<file path="src/rtl/id_ex_stage_pkg.sv">
// rtl/id_ex_stage_pkg.sv - shared widths, ALU encodings and ID/EX payload type
// ALU_ADD is zero so an all-zero bubble decodes as a harmless add of x0.
package id_ex_stage_pkg;

  localparam int DATA_W = 32;
  localparam int REG_AW = 5;
  localparam int ALU_W  = 4;

  typedef enum logic [ALU_W-1:0] {
    ALU_ADD  = 4'd0,
    ALU_SUB  = 4'd1,
    ALU_AND  = 4'd2,
    ALU_OR   = 4'd3,
    ALU_XOR  = 4'd4,
    ALU_SLL  = 4'd5,
    ALU_SRL  = 4'd6,
    ALU_SRA  = 4'd7,
    ALU_SLT  = 4'd8,
    ALU_SLTU = 4'd9,
    ALU_LUI  = 4'd10,
    ALU_PASS = 4'd11
  } alu_code_e;

  typedef enum logic [1:0] {
    SRCB_RS2  = 2'd0,
    SRCB_IMM  = 2'd1,
    SRCB_FOUR = 2'd2,
    SRCB_ZERO = 2'd3
  } alu_src_b_e;

  typedef struct packed {
    logic [DATA_W-1:0] pc;
    logic [DATA_W-1:0] imm;
    logic [DATA_W-1:0] rs1_data;
    logic [DATA_W-1:0] rs2_data;
    logic [REG_AW-1:0] rs1_addr;
    logic [REG_AW-1:0] rs2_addr;
    logic [REG_AW-1:0] rd_addr;
    alu_code_e         alu_code;
    logic              alu_src_a;
    alu_src_b_e        alu_src_b;
    logic              reg_write;
    logic              mem_read;
    logic              mem_write;
    logic              mem_to_reg;
  } id_ex_t;

  localparam id_ex_t BUBBLE = '0;

endpackage

</file>
<file path="src/rtl/id_ex_stage_if.sv">
// rtl/id_ex_stage_if.sv - decoder/WB inputs and EX-side outputs of the ID/EX stage
// master is the surrounding pipeline, slave is id_ex_stage.
interface id_ex_stage_if #(
  parameter int CNT_W = 16
);
  import id_ex_stage_pkg::*;

  logic [DATA_W-1:0] PC_id;
  logic [REG_AW-1:0] rs1Addr_id;
  logic [REG_AW-1:0] rs2Addr_id;
  logic [REG_AW-1:0] rdAddr_id;
  logic [DATA_W-1:0] Imm_id;
  logic [ALU_W-1:0]  ALUCode_id;
  logic              ALUSrcA_id;
  logic [1:0]        ALUSrcB_id;
  logic              RegWrite_id;
  logic              MemRead_id;
  logic              MemWrite_id;
  logic              MemtoReg_id;
  logic              UseRs1_id;
  logic              UseRs2_id;

  logic              RegWrite_wb;
  logic [REG_AW-1:0] rdAddr_wb;
  logic [DATA_W-1:0] RegWriteData_wb;

  logic              Flush_ex;
  logic              Stall;

  logic [DATA_W-1:0] PC_ex;
  logic [DATA_W-1:0] Imm_ex;
  logic [DATA_W-1:0] rs1Data_ex;
  logic [DATA_W-1:0] rs2Data_ex;
  logic [REG_AW-1:0] rs1Addr_ex;
  logic [REG_AW-1:0] rs2Addr_ex;
  logic [REG_AW-1:0] rdAddr_ex;
  logic [ALU_W-1:0]  ALUCode_ex;
  logic              ALUSrcA_ex;
  logic [1:0]        ALUSrcB_ex;
  logic              RegWrite_ex;
  logic              MemRead_ex;
  logic              MemWrite_ex;
  logic              MemtoReg_ex;
  logic [CNT_W-1:0]  BubbleCount;

  modport master (
    output PC_id, rs1Addr_id, rs2Addr_id, rdAddr_id, Imm_id, ALUCode_id,
           ALUSrcA_id, ALUSrcB_id, RegWrite_id, MemRead_id, MemWrite_id,
           MemtoReg_id, UseRs1_id, UseRs2_id,
           RegWrite_wb, rdAddr_wb, RegWriteData_wb, Flush_ex,
    input  Stall, PC_ex, Imm_ex, rs1Data_ex, rs2Data_ex, rs1Addr_ex,
           rs2Addr_ex, rdAddr_ex, ALUCode_ex, ALUSrcA_ex, ALUSrcB_ex,
           RegWrite_ex, MemRead_ex, MemWrite_ex, MemtoReg_ex, BubbleCount
  );

  modport slave (
    input  PC_id, rs1Addr_id, rs2Addr_id, rdAddr_id, Imm_id, ALUCode_id,
           ALUSrcA_id, ALUSrcB_id, RegWrite_id, MemRead_id, MemWrite_id,
           MemtoReg_id, UseRs1_id, UseRs2_id,
           RegWrite_wb, rdAddr_wb, RegWriteData_wb, Flush_ex,
    output Stall, PC_ex, Imm_ex, rs1Data_ex, rs2Data_ex, rs1Addr_ex,
           rs2Addr_ex, rdAddr_ex, ALUCode_ex, ALUSrcA_ex, ALUSrcB_ex,
           RegWrite_ex, MemRead_ex, MemWrite_ex, MemtoReg_ex, BubbleCount
  );

endinterface

</file>
<file path="src/rtl/id_ex_stage_regfile.sv">
// rtl/id_ex_stage_regfile.sv - 2R1W register file, x0 hardwired zero, WB bypass
// Bypass lets an instruction in ID see the value WB is writing this same cycle.
module id_ex_stage_regfile
  import id_ex_stage_pkg::*;
#(
  parameter int DW = DATA_W,
  parameter int AW = REG_AW
) (
  input  logic          clk,
  input  logic          reset,
  input  logic [AW-1:0] rs1_addr,
  input  logic [AW-1:0] rs2_addr,
  output logic [DW-1:0] rs1_data,
  output logic [DW-1:0] rs2_data,
  input  logic          wr_en,
  input  logic [AW-1:0] wr_addr,
  input  logic [DW-1:0] wr_data
);

  localparam int NREG = 2 ** AW;

  logic [DW-1:0] mem [NREG];
  logic          wr_live;

  assign wr_live = wr_en && (wr_addr != '0);

  always_ff @(posedge clk or posedge reset) begin
    if (reset) begin
      for (int i = 0; i < NREG; i++) begin
        mem[i] <= '0;
      end
    end else if (wr_live) begin
      mem[wr_addr] <= wr_data;
    end
  end

  always_comb begin
    rs1_data = '0;
    if (rs1_addr != '0) begin
      rs1_data = (wr_live && wr_addr == rs1_addr) ? wr_data : mem[rs1_addr];
    end
  end

  always_comb begin
    rs2_data = '0;
    if (rs2_addr != '0) begin
      rs2_data = (wr_live && wr_addr == rs2_addr) ? wr_data : mem[rs2_addr];
    end
  end

endmodule

</file>
<file path="src/rtl/id_ex_stage.sv">
// rtl/id_ex_stage.sv - register file, load-use hazard detection and ID/EX register
// A flush or a load-use stall loads an all-zero bubble and bumps a saturating counter.
module id_ex_stage
  import id_ex_stage_pkg::*;
#(
  parameter int CNT_W = 16
) (
  input  logic         clk,
  input  logic         reset,
  id_ex_stage_if.slave bus
);

  logic [DATA_W-1:0] rs1_data;
  logic [DATA_W-1:0] rs2_data;
  logic              hazard;
  logic              stall;
  logic              load_bubble;
  id_ex_t            ex_q;
  id_ex_t            ex_d;
  logic [CNT_W-1:0]  bubble_cnt;

  localparam logic [CNT_W-1:0] CNT_MAX = '1;
  localparam logic [CNT_W-1:0] CNT_ONE = {{(CNT_W-1){1'b0}}, 1'b1};

  id_ex_stage_regfile #(
    .DW (DATA_W),
    .AW (REG_AW)
  ) u_regfile (
    .clk      (clk),
    .reset    (reset),
    .rs1_addr (bus.rs1Addr_id),
    .rs2_addr (bus.rs2Addr_id),
    .rs1_data (rs1_data),
    .rs2_data (rs2_data),
    .wr_en    (bus.RegWrite_wb),
    .wr_addr  (bus.rdAddr_wb),
    .wr_data  (bus.RegWriteData_wb)
  );

  // Only a load whose result is still in EX forces a stall; later stages forward.
  always_comb begin
    hazard = ex_q.mem_read && (ex_q.rd_addr != '0) &&
             ((bus.UseRs1_id && ex_q.rd_addr == bus.rs1Addr_id) ||
              (bus.UseRs2_id && ex_q.rd_addr == bus.rs2Addr_id));
    stall       = hazard && !bus.Flush_ex;
    load_bubble = bus.Flush_ex || stall;
  end

  always_comb begin
    ex_d            = BUBBLE;
    if (!load_bubble) begin
      ex_d.pc         = bus.PC_id;
      ex_d.imm        = bus.Imm_id;
      ex_d.rs1_data   = rs1_data;
      ex_d.rs2_data   = rs2_data;
      ex_d.rs1_addr   = bus.rs1Addr_id;
      ex_d.rs2_addr   = bus.rs2Addr_id;
      ex_d.rd_addr    = bus.rdAddr_id;
      ex_d.alu_code   = alu_code_e'(bus.ALUCode_id);
      ex_d.alu_src_a  = bus.ALUSrcA_id;
      ex_d.alu_src_b  = alu_src_b_e'(bus.ALUSrcB_id);
      ex_d.reg_write  = bus.RegWrite_id;
      ex_d.mem_read   = bus.MemRead_id;
      ex_d.mem_write  = bus.MemWrite_id;
      ex_d.mem_to_reg = bus.MemtoReg_id;
    end
  end

  always_ff @(posedge clk or posedge reset) begin
    if (reset) begin
      ex_q <= BUBBLE;
    end else begin
      ex_q <= ex_d;
    end
  end

  always_ff @(posedge clk or posedge reset) begin
    if (reset) begin
      bubble_cnt <= '0;
    end else if (load_bubble && bubble_cnt != CNT_MAX) begin
      bubble_cnt <= bubble_cnt + CNT_ONE;
    end
  end

  assign bus.Stall       = stall;
  assign bus.PC_ex       = ex_q.pc;
  assign bus.Imm_ex      = ex_q.imm;
  assign bus.rs1Data_ex  = ex_q.rs1_data;
  assign bus.rs2Data_ex  = ex_q.rs2_data;
  assign bus.rs1Addr_ex  = ex_q.rs1_addr;
  assign bus.rs2Addr_ex  = ex_q.rs2_addr;
  assign bus.rdAddr_ex   = ex_q.rd_addr;
  assign bus.ALUCode_ex  = ex_q.alu_code;
  assign bus.ALUSrcA_ex  = ex_q.alu_src_a;
  assign bus.ALUSrcB_ex  = ex_q.alu_src_b;
  assign bus.RegWrite_ex = ex_q.reg_write;
  assign bus.MemRead_ex  = ex_q.mem_read;
  assign bus.MemWrite_ex = ex_q.mem_write;
  assign bus.MemtoReg_ex = ex_q.mem_to_reg;
  assign bus.BubbleCount = bubble_cnt;

endmodule

</file>
<file path="src/flat_wrapper.sv">
// flat-port wrapper written by rule: the top's interface ports become plain ports
module id_ex_stage_flat import id_ex_stage_pkg::*;
#(
  parameter int CNT_W = 16
)
  (clk, reset, bus_PC_id, bus_rs1Addr_id, bus_rs2Addr_id, bus_rdAddr_id, bus_Imm_id, bus_ALUCode_id, bus_ALUSrcA_id, bus_ALUSrcB_id, bus_RegWrite_id, bus_MemRead_id, bus_MemWrite_id, bus_MemtoReg_id, bus_UseRs1_id, bus_UseRs2_id, bus_RegWrite_wb, bus_rdAddr_wb, bus_RegWriteData_wb, bus_Flush_ex, bus_Stall, bus_PC_ex, bus_Imm_ex, bus_rs1Data_ex, bus_rs2Data_ex, bus_rs1Addr_ex, bus_rs2Addr_ex, bus_rdAddr_ex, bus_ALUCode_ex, bus_ALUSrcA_ex, bus_ALUSrcB_ex, bus_RegWrite_ex, bus_MemRead_ex, bus_MemWrite_ex, bus_MemtoReg_ex, bus_BubbleCount);
  id_ex_stage_if #(.CNT_W(CNT_W)) bus_i ();
  input  logic clk;
  input  logic reset;
  input wire logic [$bits(bus_i.PC_id)-1:0] bus_PC_id;
  input wire logic [$bits(bus_i.rs1Addr_id)-1:0] bus_rs1Addr_id;
  input wire logic [$bits(bus_i.rs2Addr_id)-1:0] bus_rs2Addr_id;
  input wire logic [$bits(bus_i.rdAddr_id)-1:0] bus_rdAddr_id;
  input wire logic [$bits(bus_i.Imm_id)-1:0] bus_Imm_id;
  input wire logic [$bits(bus_i.ALUCode_id)-1:0] bus_ALUCode_id;
  input wire logic [$bits(bus_i.ALUSrcA_id)-1:0] bus_ALUSrcA_id;
  input wire logic [$bits(bus_i.ALUSrcB_id)-1:0] bus_ALUSrcB_id;
  input wire logic [$bits(bus_i.RegWrite_id)-1:0] bus_RegWrite_id;
  input wire logic [$bits(bus_i.MemRead_id)-1:0] bus_MemRead_id;
  input wire logic [$bits(bus_i.MemWrite_id)-1:0] bus_MemWrite_id;
  input wire logic [$bits(bus_i.MemtoReg_id)-1:0] bus_MemtoReg_id;
  input wire logic [$bits(bus_i.UseRs1_id)-1:0] bus_UseRs1_id;
  input wire logic [$bits(bus_i.UseRs2_id)-1:0] bus_UseRs2_id;
  input wire logic [$bits(bus_i.RegWrite_wb)-1:0] bus_RegWrite_wb;
  input wire logic [$bits(bus_i.rdAddr_wb)-1:0] bus_rdAddr_wb;
  input wire logic [$bits(bus_i.RegWriteData_wb)-1:0] bus_RegWriteData_wb;
  input wire logic [$bits(bus_i.Flush_ex)-1:0] bus_Flush_ex;
  output wire logic [$bits(bus_i.Stall)-1:0] bus_Stall;
  output wire logic [$bits(bus_i.PC_ex)-1:0] bus_PC_ex;
  output wire logic [$bits(bus_i.Imm_ex)-1:0] bus_Imm_ex;
  output wire logic [$bits(bus_i.rs1Data_ex)-1:0] bus_rs1Data_ex;
  output wire logic [$bits(bus_i.rs2Data_ex)-1:0] bus_rs2Data_ex;
  output wire logic [$bits(bus_i.rs1Addr_ex)-1:0] bus_rs1Addr_ex;
  output wire logic [$bits(bus_i.rs2Addr_ex)-1:0] bus_rs2Addr_ex;
  output wire logic [$bits(bus_i.rdAddr_ex)-1:0] bus_rdAddr_ex;
  output wire logic [$bits(bus_i.ALUCode_ex)-1:0] bus_ALUCode_ex;
  output wire logic [$bits(bus_i.ALUSrcA_ex)-1:0] bus_ALUSrcA_ex;
  output wire logic [$bits(bus_i.ALUSrcB_ex)-1:0] bus_ALUSrcB_ex;
  output wire logic [$bits(bus_i.RegWrite_ex)-1:0] bus_RegWrite_ex;
  output wire logic [$bits(bus_i.MemRead_ex)-1:0] bus_MemRead_ex;
  output wire logic [$bits(bus_i.MemWrite_ex)-1:0] bus_MemWrite_ex;
  output wire logic [$bits(bus_i.MemtoReg_ex)-1:0] bus_MemtoReg_ex;
  output wire logic [$bits(bus_i.BubbleCount)-1:0] bus_BubbleCount;
  assign bus_i.PC_id = bus_PC_id;
  assign bus_i.rs1Addr_id = bus_rs1Addr_id;
  assign bus_i.rs2Addr_id = bus_rs2Addr_id;
  assign bus_i.rdAddr_id = bus_rdAddr_id;
  assign bus_i.Imm_id = bus_Imm_id;
  assign bus_i.ALUCode_id = bus_ALUCode_id;
  assign bus_i.ALUSrcA_id = bus_ALUSrcA_id;
  assign bus_i.ALUSrcB_id = bus_ALUSrcB_id;
  assign bus_i.RegWrite_id = bus_RegWrite_id;
  assign bus_i.MemRead_id = bus_MemRead_id;
  assign bus_i.MemWrite_id = bus_MemWrite_id;
  assign bus_i.MemtoReg_id = bus_MemtoReg_id;
  assign bus_i.UseRs1_id = bus_UseRs1_id;
  assign bus_i.UseRs2_id = bus_UseRs2_id;
  assign bus_i.RegWrite_wb = bus_RegWrite_wb;
  assign bus_i.rdAddr_wb = bus_rdAddr_wb;
  assign bus_i.RegWriteData_wb = bus_RegWriteData_wb;
  assign bus_i.Flush_ex = bus_Flush_ex;
  assign bus_Stall = bus_i.Stall;
  assign bus_PC_ex = bus_i.PC_ex;
  assign bus_Imm_ex = bus_i.Imm_ex;
  assign bus_rs1Data_ex = bus_i.rs1Data_ex;
  assign bus_rs2Data_ex = bus_i.rs2Data_ex;
  assign bus_rs1Addr_ex = bus_i.rs1Addr_ex;
  assign bus_rs2Addr_ex = bus_i.rs2Addr_ex;
  assign bus_rdAddr_ex = bus_i.rdAddr_ex;
  assign bus_ALUCode_ex = bus_i.ALUCode_ex;
  assign bus_ALUSrcA_ex = bus_i.ALUSrcA_ex;
  assign bus_ALUSrcB_ex = bus_i.ALUSrcB_ex;
  assign bus_RegWrite_ex = bus_i.RegWrite_ex;
  assign bus_MemRead_ex = bus_i.MemRead_ex;
  assign bus_MemWrite_ex = bus_i.MemWrite_ex;
  assign bus_MemtoReg_ex = bus_i.MemtoReg_ex;
  assign bus_BubbleCount = bus_i.BubbleCount;
  id_ex_stage #(.CNT_W(CNT_W)) u_core (.clk(clk), .reset(reset), .bus(bus_i));
endmodule
</file>
<file path="config.mk">
export PLATFORM = sky130hd
export DESIGN_NAME = id_ex_stage_flat
export DESIGN_NICKNAME = d
export VERILOG_FILES = /design/src/rtl/id_ex_stage_pkg.sv /design/src/rtl/id_ex_stage_if.sv /design/src/rtl/id_ex_stage_regfile.sv /design/src/rtl/id_ex_stage.sv /design/src/flat_wrapper.sv
export SDC_FILE = /design/constraint.sdc
export NUM_CORES = 2
export LEC_CHECK = 0
export CORE_UTILIZATION = 55
export CTS_BUF_LIST = sky130_fd_sc_hd__clkbuf_2 sky130_fd_sc_hd__clkbuf_4 sky130_fd_sc_hd__clkbuf_8
export CTS_CLUSTER_DIAMETER = 100
export DETAILED_ROUTE_END_ITERATION = 10
export MAX_ROUTING_LAYER = met4
export PLACE_DENSITY = 0.74
export SYNTH_ARGS = -nofsm -noshare
export SYNTH_HDL_FRONTEND = slang
export SYNTH_SLANG_ARGS = --single-unit
</file>
<file path="constraint.sdc">
create_clock -name clk -period 49.8 [get_ports clk]
set_input_delay 9.96 -clock clk [delete_from_list [all_inputs] [get_ports clk]]
set_output_delay 9.96 -clock clk [all_outputs]
set_load 0.02 [all_outputs]
</file>
==> flow_metrics.tcl <==
set metrics [dict create \
    post-route-period-util 0.4461 \
    final_sum_of_negative_setup_slack_ns 0 \
    multiInputGateArea_um2 29130 \
    rsz0062_at_grt "no" \
    hpwl_um 101900 \
    hold_crit_class "reg -> reg" \
    fraction_of_registers_with_async_set_reset 1.000 \
    antenna_violations_before_repair 8 \
    design.portCount 304 \
    final_period_minus_worst_setup_slack_ns 22.22 \
    dieHeight_um 335.1 \
    syn_area_um2 61020 \
    synth_cell_type_count 66 \
    worst_setup_skew_after_layout_ns 0.04742 \
    filler_cell_count 8134 \
    vias 39750 \
    postRouteAntennaNets 0 \
    wp_data_arrival_ns 12.26 \
    final-seq-area_um2 29880 \
    cts_sinks 1194 \
    detail_route.drc_violations 0 \
    area_inside_the_core_boundary_um2 109500 \
    cts.hold.buffers_added 0 \
    detail_route.vias_per_cell 6.721 \
    timing.setup.critical_path_class "in -> out" \
    initial_utilization 0.5575 \
    global_route.usage.total 0.3438 \
    power_density_nw_per_um2 40.04 \
    clkSlewWorstSetupHoldPaths_ns 0.06 \
    tightest_slew_margin_relative_to_the_limit 0.1177 \
    synthesis.yosys.warnings 0 \
    dr.first_iter.drc_count 4126 \
    synth_instances 4116 \
    hold_path_depth 0 \
    cts_max_path_buffers 3 \
    clock_insertion_delay_at_the_later_pin_of_the_skew_report_ns 0.90 \
    drt_pass_1_iters 7 \
    synth_sequential_area_ratio 0.4896 \
    worstPathMaxFanout 13 \
    synth_edf_count 0 \
    post-route-cell-area_um2 69160 \
    timing.critical_path.to_type "primary output" \
    total_power_uw 2770 \
    power.leakage_uw 0.03044 \
    worst_r2r_path_depth 6 \
    worst_ir_drop_vdd_uv 21.64 \
    setup-violations-final 0 \
    maximum_number_of_pins_on_one_net_before_global_route_repair 164 \
    globalRouteOverflowTotal 0 \
    gp_congestion 0.8262 \
    fp-row-count 121 \
    fmax_mhz 45.01 \
    cts_tree "yes" \
    dieArea_um2 112300 \
    clock_tree.htree_level_count 4 \
    io_buffers 303 \
    hold_viol_final 0 \
    crit_required_ns 39.84 \
    numCtsBuffers 201 \
    routed_wl_um 185300 \
    max_cap_viol_count 0 \
    critPathLaunchType "input pin" \
    syn-num-nets 4250 \
    post-cts-setup-buffers 0 \
    worst-slew-pin-transition_ns 1.320 \
    cts_root_buf "clkbuf_8" \
    fin_ws_ns 27.58 \
    num-nets-final 4398 \
    pre_cts_ws_ns 27.56 \
    synthesis.area_per_instance_um2 14.83 \
    status "completed" \
    area_delta_synth_final_pct 13.34 \
    slew_violations 0 \
    die-width_um 335.1 \
    post_drt_wl_per_cell_um 31.33 \
    placedInstanceArea_um2 64700 \
    synth_register_bits 1194 \
    synth_flop_cell "dfrtp_1" \
    count_of_instances_resized_after_the_clock_tree_is_built 0 \
    drive_above_1_share 0.4415 \
    grt_first_pass_wirelength_um 273200 \
    grt_pass1_vias 40450 \
]
==> cells in the mapped netlist, types with 5 or more instances <==
| library cell | n | area share |
|---|---|---|
| and3_1 | 11 | 0.0011 |
| o21ai_0 | 26 | 0.0021 |
| xor2_1 | 18 | 0.0026 |
| a311oi_1 | 16 | 0.0023 |
| and2_1 | 92 | 0.0094 |
| mux2i_1 | 308 | 0.051 |
| nand3_1 | 12 | 0.00098 |
| a221o_1 | 18 | 0.0030 |
| a221oi_2 | 12 | 0.0030 |
| buf_2 | 85 | 0.0070 |
| buf_12 | 10 | 0.0033 |
| nor4_1 | 9 | 0.00092 |
| o31ai_1 | 9 | 0.0011 |
| buf_1 | 92 | 0.0057 |
| mux2_1 | 9 | 0.0017 |
| mux2_2 | 985 | 0.18 |
| a221oi_1 | 40 | 0.0057 |
| buf_8 | 7 | 0.0017 |
| mux4_1 | 12 | 0.0052 |
| buf_4 | 18 | 0.0022 |
| clkbuf_1 | 223 | 0.014 |
| mux4_2 | 435 | 0.16 |
| a22oi_1 | 11 | 0.0014 |
| nand4_1 | 5 | 0.00051 |
| nor2b_1 | 9 | 0.00092 |
| nand2b_1 | 8 | 0.00082 |
| o21ai_1 | 8 | 0.00066 |
| a21oi_1 | 21 | 0.0017 |
| nor3_1 | 98 | 0.0080 |
| nand2_1 | 39 | 0.0024 |
| nor2_1 | 102 | 0.0063 |
| xnor2_1 | 16 | 0.0023 |
| a211oi_1 | 8 | 0.00098 |
| o22ai_1 | 80 | 0.0082 |
| dfrtp_1 | 1194 | 0.49 |
| buf_6 | 14 | 0.0026 |
==> critical path, cell delays in order <==
cell and delay [ns]:
clkdlybuf4s50_1 0.71, xnor2_1 0.35, nand4_1 0.15, o22ai_2 0.28, nand2_1 0.09, nor2_1 0.09, clkdlybuf4s50_1 0.61
==> where the power goes <==
group	leakage, uW	switching (uW)	internal (uW)
clock network	0.00237	412	541
logic	0.0127	232	322
registers	0.0154	121	1140
==> cell families after synthesis <==
family / after synthesis / synth area share
AND/OR/NAND/NOR: 410 / 0.03498
flip-flops: 1194 / 0.4896
AO/OA/AOI/OAI: 274 / 0.03416
multiplexers: 1749 / 0.3997
adder cells (fa/ha/maj): 1 / 0.0002050
XOR/XNOR: 34 / 0.004880
buffers and inverters: 454 / 0.03646
==> through the flow <==
stage                     std cells  hold WS (ns)    util
after floorplan                4116        0.4385       -
after global placement         5537        0.3765  0.5911
after detailed placement       5537        0.3833  0.5911
after CTS                      5902        0.3956  0.6316
after global routing           5911        0.4081  0.6318
final                          5915        0.3944  0.6319
==> state kept, by name (all words and copies together), names as in the netlist <==
name and count:
u_core.u_regfile.mem 1024, u_core.bus.PC_ex 32, u_core.bus.rs1Data_ex 32, u_core.bus.MemRead_ex 1, u_core.bus.ALUCode_ex 4, u_core.bus.RegWrite_ex 1
u_core.bus.rs1Addr_ex 5, u_core.bus.MemtoReg_ex 1, u_core.bus.Imm_ex 32, u_core.bus.rdAddr_ex 5, u_core.bus.MemWrite_ex 1, u_core.bus.BubbleCount 16
u_core.bus.ALUSrcB_ex 2, u_core.bus.rs2Addr_ex 5, u_core.bus.rs2Data_ex 32, u_core.bus.ALUSrcA_ex 1
==> worst paths after layout <==
kind | startpoint | end | slack (ns)
max in group asynchronous | reset | u_core.u_regfile.mem[439] | 36.37
worst max-delay path | bus_rs2Addr_id[2] | bus_Stall | 27.58
worst max register to register | u_core.bus.rdAddr_ex[0] | u_core.bus.rs1Data_ex[31] | 46.57
worst min register to register | u_core.u_regfile.mem[999] | u_core.u_regfile.mem[999] | 0.39
min in group asynchronous | reset | u_core.u_regfile.mem[897] | 9.74
worst min-delay path | u_core.u_regfile.mem[999] | u_core.u_regfile.mem[999] | 0.39
==> per-layer routing <==
| layer | GRT usage | up-vias | share of wire |
|---|---|---|---|
| li1 | - | 16050 | - |
| met1 | 0.4498 | 21160 | 0.39 |
| met2 | 0.5228 | 2078 | 0.48 |
| met3 | 0.07912 | 467 | 0.092 |
| met4 | 0.1371 | 0 | 0.040 |
| met5 | - | - | 0 |
==> cell usage in the layout, fill, tap and decap left out, drive strengths merged, types with 5 or more instances in the layout <==
cell / count
a221oi: 52
o31ai: 9
nand2b: 8
mux2: 994
o21ai: 34
mux2i: 308
buf: 99
a211oi: 8
mux4: 447
nor4: 9
inv: 12
nor2b: 9
clkdlybuf4s50: 295
clkbuf: 338
dfrtp: 1194
a22oi: 11
a221o: 18
o22ai: 81
a311oi: 16
clkinv: 15
nor2: 102
diode: 13
xor2: 18
xnor2: 16
and3: 11
nand3: 12
nand4: 5
nand2: 39
a21oi: 22
and2: 92
nor3: 102
==> final cells by class <==
| class | instances | share of cell area |
|---|---|---|
| multi-input combinational | 2468 | 0.4212 |
| tap | 1476 | 0.02670 |
| inverter | 5 | 0.0004161 |
| clock inverter | 27 | 0.003890 |
| sequential | 1194 | 0.4320 |
| antenna | 13 | 0.0004704 |
| clock buffer | 338 | 0.06021 |
| timing repair buffer | 394 | 0.05507 |
(Power assumes the default switching activity.)
